**src/rtl/gpr_wbu_pkg.sv**
```systemverilog
// Shared constants for the GPR write-back unit and its register file.
package gpr_wbu_pkg;
   localparam int XLEN     = 32;
   localparam int NREG     = 32;
   localparam int RAW      = $clog2(NREG);
   localparam int ZERO_REG = 0;
endpackage

```
**src/rtl/gpr_wbu_if.sv**
```systemverilog
// Execute-stage result handshake into the write-back unit.
interface gpr_wbu_if #(
   parameter int XLEN = gpr_wbu_pkg::XLEN,
   parameter int AW   = gpr_wbu_pkg::RAW
);
   logic            in_valid;
   logic            in_ready;
   logic            in_wen;
   logic [AW-1:0]   in_rd;
   logic [XLEN-1:0] in_data;

   modport master (output in_valid, in_wen, in_rd, in_data, input in_ready);
   modport slave  (input in_valid, in_wen, in_rd, in_data, output in_ready);
endinterface

```
**src/rtl/gpr_wbu_file.sv**
```systemverilog
// General-purpose register array: one synchronous write port, two combinational
// read ports, register 0 reads as zero and is never written.
module gpr_file #(
   parameter int XLEN = gpr_wbu_pkg::XLEN,
   parameter int NREG = gpr_wbu_pkg::NREG
) (
   input  logic                     clk,
   input  logic                     rst,
   input  logic                     we,
   input  logic [$clog2(NREG)-1:0]  waddr,
   input  logic [XLEN-1:0]          wdata,
   input  logic [$clog2(NREG)-1:0]  raddr1,
   input  logic [$clog2(NREG)-1:0]  raddr2,
   output logic [XLEN-1:0]          rdata1,
   output logic [XLEN-1:0]          rdata2
);
   import gpr_wbu_pkg::*;

   localparam int AW = $clog2(NREG);

   logic [XLEN-1:0] regs [NREG];

   always_ff @(posedge clk or posedge rst) begin
      if (rst) begin
         for (int i = 0; i < NREG; i++) regs[i] <= '0;
      end else if (we && (waddr != AW'(ZERO_REG))) begin
         regs[waddr] <= wdata;
      end
   end

   assign rdata1 = (raddr1 == AW'(ZERO_REG)) ? '0 : regs[raddr1];
   assign rdata2 = (raddr2 == AW'(ZERO_REG)) ? '0 : regs[raddr2];
endmodule

```
**src/rtl/gpr_wbu.sv**
```systemverilog
// Write-back unit: one-entry pending buffer between execute and the register
// file, with operand bypass from that entry, registered commit report and retire counter.
module gpr_wbu #(
   parameter int XLEN = gpr_wbu_pkg::XLEN,
   parameter int NREG = gpr_wbu_pkg::NREG
) (
   input  logic                     clk,
   input  logic                     rst,
   gpr_wbu_if.slave                 in_if,
   input  logic                     wb_stall,
   input  logic [$clog2(NREG)-1:0]  raddr1,
   input  logic [$clog2(NREG)-1:0]  raddr2,
   output logic [XLEN-1:0]          rdata1,
   output logic [XLEN-1:0]          rdata2,
   output logic                     commit,
   output logic [$clog2(NREG)-1:0]  commit_rd,
   output logic [XLEN-1:0]          commit_data,
   output logic [31:0]              retire_cnt
);
   import gpr_wbu_pkg::*;

   localparam int AW = $clog2(NREG);

   logic            pend_valid;
   logic            pend_wen;
   logic [AW-1:0]   pend_rd;
   logic [XLEN-1:0] pend_data;
   logic            xfer;
   logic            drain;
   logic [XLEN-1:0] file_rdata1;
   logic [XLEN-1:0] file_rdata2;

   assign in_if.in_ready = !pend_valid || !wb_stall;
   assign xfer           = in_if.in_valid && in_if.in_ready;
   assign drain          = pend_valid && !wb_stall;

   always_ff @(posedge clk or posedge rst) begin
      if (rst) begin
         pend_valid  <= 1'b0;
         pend_wen    <= 1'b0;
         pend_rd     <= '0;
         pend_data   <= '0;
         commit      <= 1'b0;
         commit_rd   <= '0;
         commit_data <= '0;
         retire_cnt  <= '0;
      end else begin
         // A new transfer on a drain edge refills the buffer, so no bubble.
         if (xfer) begin
            pend_valid <= 1'b1;
            pend_wen   <= in_if.in_wen;
            pend_rd    <= in_if.in_rd;
            pend_data  <= in_if.in_data;
         end else if (drain) begin
            pend_valid <= 1'b0;
         end
         commit <= drain;
         if (drain) begin
            commit_rd   <= pend_rd;
            commit_data <= pend_data;
            retire_cnt  <= retire_cnt + 32'd1;
         end
      end
   end

   gpr_file #(.XLEN(XLEN), .NREG(NREG)) u_file (
      .clk    (clk),
      .rst    (rst),
      .we     (drain && pend_wen),
      .waddr  (pend_rd),
      .wdata  (pend_data),
      .raddr1 (raddr1),
      .raddr2 (raddr2),
      .rdata1 (file_rdata1),
      .rdata2 (file_rdata2)
   );

   function automatic logic [XLEN-1:0] bypass(input logic [AW-1:0] addr,
                                              input logic [XLEN-1:0] stored);
      if (addr == AW'(ZERO_REG))
         return '0;
      else if (pend_valid && pend_wen && (pend_rd == addr))
         return pend_data;
      else
         return stored;
   endfunction

   always_comb begin
      rdata1 = bypass(raddr1, file_rdata1);
      rdata2 = bypass(raddr2, file_rdata2);
   end
endmodule

```
**src/flat_wrapper.sv**
```systemverilog
// flat-port wrapper written by rule: the top's interface ports become plain ports
module gpr_wbu_flat import gpr_wbu_pkg::*;
#(
   parameter int XLEN = gpr_wbu_pkg::XLEN,
   parameter int NREG = gpr_wbu_pkg::NREG
)
  (clk, rst, wb_stall, raddr1, raddr2, rdata1, rdata2, commit, commit_rd, commit_data, retire_cnt, in_if_in_valid, in_if_in_wen, in_if_in_rd, in_if_in_data, in_if_in_ready);
  gpr_wbu_if #(.XLEN(XLEN), .AW(5)) in_if_i ();
  input  logic clk;
  input  logic rst;
  input  logic wb_stall;
  input  logic [$clog2(NREG)-1:0] raddr1;
  input  logic [$clog2(NREG)-1:0] raddr2;
  output logic [XLEN-1:0] rdata1;
  output logic [XLEN-1:0] rdata2;
  output logic commit;
  output logic [$clog2(NREG)-1:0] commit_rd;
  output logic [XLEN-1:0] commit_data;
  output logic [31:0] retire_cnt;
  input wire logic [$bits(in_if_i.in_valid)-1:0] in_if_in_valid;
  input wire logic [$bits(in_if_i.in_wen)-1:0] in_if_in_wen;
  input wire logic [$bits(in_if_i.in_rd)-1:0] in_if_in_rd;
  input wire logic [$bits(in_if_i.in_data)-1:0] in_if_in_data;
  output wire logic [$bits(in_if_i.in_ready)-1:0] in_if_in_ready;
  assign in_if_i.in_valid = in_if_in_valid;
  assign in_if_i.in_wen = in_if_in_wen;
  assign in_if_i.in_rd = in_if_in_rd;
  assign in_if_i.in_data = in_if_in_data;
  assign in_if_in_ready = in_if_i.in_ready;
  gpr_wbu #(.XLEN(XLEN), .NREG(NREG)) u_core (.clk(clk), .rst(rst), .in_if(in_if_i), .wb_stall(wb_stall), .raddr1(raddr1), .raddr2(raddr2), .rdata1(rdata1), .rdata2(rdata2), .commit(commit), .commit_rd(commit_rd), .commit_data(commit_data), .retire_cnt(retire_cnt));
endmodule
```
**config.mk**
```make
export PLATFORM = sky130hd
export DESIGN_NAME = gpr_wbu_flat
export DESIGN_NICKNAME = d
export VERILOG_FILES = /design/src/rtl/gpr_wbu_pkg.sv /design/src/rtl/gpr_wbu_if.sv /design/src/rtl/gpr_wbu_file.sv /design/src/rtl/gpr_wbu.sv /design/src/flat_wrapper.sv
export SDC_FILE = /design/constraint.sdc
export NUM_CORES = 2
export LEC_CHECK = 0
export BUFFER_PORTS_ARGS = -buffer_cell sky130_fd_sc_hd__buf_4
export CORE_UTILIZATION = 57
export DETAILED_ROUTE_END_ITERATION = 8
export PLACE_DENSITY = 0.74
export SLEW_MARGIN = 20
export SYNTH_ARGS = -nofsm -noshare
export SYNTH_HDL_FRONTEND = slang
export SYNTH_HIERARCHICAL = 1
export SYNTH_SLANG_ARGS = --single-unit
```
**constraint.sdc**
```tcl
create_clock -name clk -period 46 [get_ports clk]
set_input_delay 6.9 -clock clk [delete_from_list [all_inputs] [get_ports clk]]
set_output_delay 6.9 -clock clk [all_outputs]
set_load 0.005 [all_outputs]
```
After elaboration in Yosys (flattened, before gate mapping)
Index checks and enable logic that the tools add are counted.

word-level totals
  word-level logic and storage cells = 80
  output and inout port bits = 135
  memory bits (writable) = 0
  memories kept = 0
  bits in read-only memories = 0
  register bits = 1,133
  bits of input ports = 52
  bits in latches = 0

cells by class
  shift-type cells = 0
  $lt $le $gt $ge = 4
  multiply operators = 0
  muxes and demuxes = 15
  reductions and logical operators = 15
  $add $sub $neg = 1
  eq/ne operators = 2
  div/mod/pow operators = 0
  bitwise gates (word level) = 3

operators by type and width
  kind                     count
  $bwmux W1024             1
  $bmux W32 S5             2
  $mux W32                 9
  $demux W32 S5            1
  $add A32 B1 Y32 const B  1
  $ge A6 B6 Y1 const B     3
  $not A5 Y6               3
  $eq A5 B5 Y1             2
  $logic_not A5 Y1         2
  $logic_and A1 B1 Y1      8
  $lt A6 B1 Y1 const B     1
  $reduce_bool A5 Y1       1
  $logic_not A1 Y1         2
  $mux W1                  2
  $reduce_bool A2 Y1       1
  $logic_or A1 B1 Y1       1

Longest topological paths before layout
  depth in word-level cells = 6
  mapped depth = 9
  gate-level depth less buffers = 6

Hierarchy
The synthesis kept the hierarchy.

by module, submodules not included
  module    seq. area each (um^2)  instances  cells each  area each (um^2)
  gpr_file  25,624.6               1          3,613       54,900.2
  gpr_wbu   2,727.6                1          528         5,434.0

Worst setup path after synthesis
OpenSTA, ideal clock, no wires.

  path type = input -> output
  start = input raddr1[4]
  end = output rdata1[12]
  slack = 30,756 ps
  path buffers = 3
  stages = 9
  data required time = 39,100 ps
  data arrival time = 8,344 ps
  cells stage by stage = buf_2 > or2_1 > clkbuf_1 > or4_4 > clkbuf_1 > o21ai_0 > a311oi_1 > mux2i_1 > nor2_1

between the ends
  longest elaborated chain between the ends = 6
  elaborated cells between the ends (all ways) = 9
  those cells by class = 1 x eq/ne; 5 x mux; 1 x bitwise; 2 x reduce/logical

ends and longest elaborated chain
  what                                         RTL line            RTL
  from (decl)                                  flat_wrapper.sv:12  input logic [$clog2(NREG)-1:0] raddr1;
  $not A5 Y6 (implied by the code)             gpr_wbu_file.sv:31  assign rdata1 = (raddr1 == AW'(ZERO_REG)) ? '0 : regs[raddr1];
  $bmux W32 S5                                 gpr_wbu_file.sv:31
  $mux W32 (implied by the code) (2 in a row)  gpr_wbu_file.sv:31
  via u_core.file_rdata1[12]                   gpr_wbu.sv:30       logic [XLEN-1:0] file_rdata1;
  $mux W32                                     gpr_wbu.sv:82       else if (pend_valid && pend_wen && (pend_rd == addr))
  $mux W32                                     gpr_wbu.sv:80       if (addr == AW'(ZERO_REG))
  to (decl)                                    flat_wrapper.sv:14  output logic [XLEN-1:0] rdata1;

The timed path passes the listed nets, and every way through them passes these cells. The select of a mux whose other input is x is not followed.

Worst setup path after layout
  start = input raddr1[1]
  end = output rdata1[14]

The elaborated chain is that of the path after synthesis.

==> impl_metrics.tcl <==
set metrics [dict create \
    status "finished, final reports clean" \
    hold_viol_final 0 \
    portBuffers 186 \
    period_minus_slack_ns 18.15 \
    cts_sinks 1133 \
    start_util_pct 57.9 \
    antenna_found_initial 4 \
    routedWlPerCell_um 33.4 \
    grt_pass1_vias 40200 \
    yosys.area.top_type "dfrtp_1" \
    drt_pass1_iterations 5 \
    numCtsBuffers 119 \
    min_path_type "register to register" \
    nets 4153 \
    htreeDepth 3 \
    setup_viol 0 \
    place.gp.congestion 0.846 \
    crit_required_ns 39.10 \
    avgSynthCellArea_um2 14.6 \
    ys_types 52 \
    ctsHoldBuffers 0 \
    yosysSeqAreaShare_pct 47.0 \
    slew_viol_final 0 \
    post-cts-setup-buffers 0 \
    area_delta_synth_final_pct 9.50 \
    gr-total-overflow 0 \
    num_rows 118 \
    cp.arrival_ns 11.25 \
    start_kind "input port" \
    place_area_um2 61900 \
    routed_wl_mm 186 \
    tritoncts "built" \
    crit_type "input port to primary output" \
    skew_ns 0.0203 \
    drt-initial-drc-count 4664 \
    yosys_warnings 6 \
    via_per_inst 7.16 \
    synth_nets 4194 \
    leakage_nw 30.5 \
    drc 0 \
    dpl.hpwl_mm 106 \
    path_clk_slew_ns 0.06 \
    synth_seq_cells 1133 \
    final_cells 5583 \
    critPathCaptureType "primary output" \
    peakVddDrop_mv 0.0398 \
    core-area_um2 104000 \
    grt_setup_unrepaired "no" \
    synthCells 4141 \
    maxCapViolations 0 \
    vias 40000 \
    cts_resized 0 \
    finalCritPeriodShare_pct 39.5 \
    final-seq-area_um2 28400 \
    die_h_um 327 \
    die_w_um 327 \
    num-fill-cells 7702 \
    layout-drive-gt1-share_pct 48.9 \
    maxSlewHeadroom_pct 19.0 \
    synth_top_area_share_pct 47.0 \
    clock_latency_ns 0.72 \
    cp_max_fo 75 \
    synth_area_um2 60300 \
    worst_slew_pin_slew_ns 1.21 \
    place_inst 5359 \
    multiInputGateArea_um2 29500 \
    grt_pass1_wl_mm 276 \
    antenna_left 0 \
    synthTopCellsByArea "dfrtp_1 (47%), mux2_2 (19%), mux4_2 (17%), mux2i_1 (3.2%), buf_6 (1.3%)" \
    power_per_cell_area_nw_per_um2 46.6 \
    clock-root-buffer "clkbuf_16" \
    ios 187 \
    fmax_mhz 55.1 \
    grt_max_degree 159 \
    tns_ns 0 \
    finalInstanceArea_um2 66100 \
    grt_usage_pct 35.1 \
    clockBufferDepth 3 \
    hold_slack_ns 0.397 \
    dieArea_um2 107000 \
]
==> worst paths after layout <==
path / from / end / slack (ns) / depth (start not counted)
max in group asynchronous: rst / u_core/u_file/regs[936] / 37.05 / 4
min: u_core/u_file/regs[998] / u_core/u_file/regs[998] / 0.40 / 0
max: raddr1[1] / rdata1[14] / 27.85 / 9
max reg2reg: u_core/pend_valid / u_core/u_file/regs[522] / 42.55 / 6
min reg2reg: u_core/u_file/regs[998] / u_core/u_file/regs[998] / 0.40 / 0
min in group asynchronous: rst / u_core/pend_valid / 6.22 / 2
==> through the flow <==
step	util [%]	power [mW]	worst slack (ns)
3_3_place_gp	59.3	2.03	27.97
6_report	63.4	3.08	27.85
2_1_floorplan	-	1.86	10.28
3_5_place_dp	59.4	2.06	27.91
5_1_grt	63.4	3.20	27.69
4_1_cts	63.4	3.08	27.91
==> metal layers <==
layer	share of wire, %	track usage, %	wire length (um)
met1	39	48.6	72800
met3	11	9.25	19800
met2	46	53.3	85300
met4	4.5	13.6	8380
met5	0.0070	0	13
==> where the power goes <==
part	leakage, nW	switching, mW	internal, mW
sequential	15.2	0.188	1.22
clock	2.08	0.409	0.611
combinational	13.2	0.268	0.389
==> layout by cell type, fill, tap and decap left out, drive strengths merged, types with 47 or more instances in the layout <==
cell type / instances
a22oi: 64
nor2: 96
nor2b: 68
a221oi: 47
clkbuf: 177
mux2: 1094
buf: 288
a311oi: 64
mux2i: 192
mux4: 448
a211oi: 64
o21ai: 111
dfrtp: 1133
nand2: 180
==> registers in the layout, indices dropped and copies added, names as in the netlist <==
name	flops
u_core/pend_wen	1
u_core/commit_data	32
u_core/retire_cnt	32
u_core/commit_rd	5
u_core/u_file/regs	1024
u_core/pend_rd	5
u_core/commit	1
u_core/pend_valid	1
u_core/pend_data	32
==> logic make-up after synthesis <==
family	after synthesis	share of synthesized area [%]
XOR/XNOR	41	0.595
buffers and inverters	456	4.42
AND/OR/NAND/NOR	409	3.28
adder cells (fa/ha/maj)	1	0.0207
flip-flops	1133	47.0
multiplexers	1734	40.3
AO/OA/AOI/OAI	367	4.37
==> worst max-delay path, stage by stage <==
cell       delay (ns)
buf_8            0.60
buf_4            0.77
buf_4            0.83
mux4_2           0.37
o2111ai_1        0.11
a311oi_1         1.01
mux2i_1          0.27
nor2_1           0.17
buf_4            0.13
==> Yosys cell counts (all sizes together) <==
library cell	number
a221oi	47
nor2	96
xnor2	36
and3	5
or4	4
nor2b	68
buf	256
o21ai	111
inv	6
nand3	13
and3b	2
and4	2
and4b	1
a211oi	64
a22oi	64
xor2	5
nor3b	4
and2	4
nor3	4
o2111ai	17
or3	2
ha	1
nand4	10
mux2i	192
nand2b	5
a311oi	64
mux2	1094
or2	4
clkbuf	194
nand2	180
dfrtp	1133
mux4	448
nand3b	4
or3b	1
==> final cells by class <==
| class | instances | area share [%] |
|---|---|---|
| tap | 1380 | 2.61 |
| inverter | 6 | 0.0568 |
| antenna | 2 | 0.00758 |
| clock buffer | 177 | 5.45 |
| multi-input combinational | 2552 | 44.7 |
| clock inverter | 45 | 0.858 |
| sequential | 1133 | 42.9 |
| timing repair buffer | 288 | 3.41 |
(Power assumes the default switching activity.)
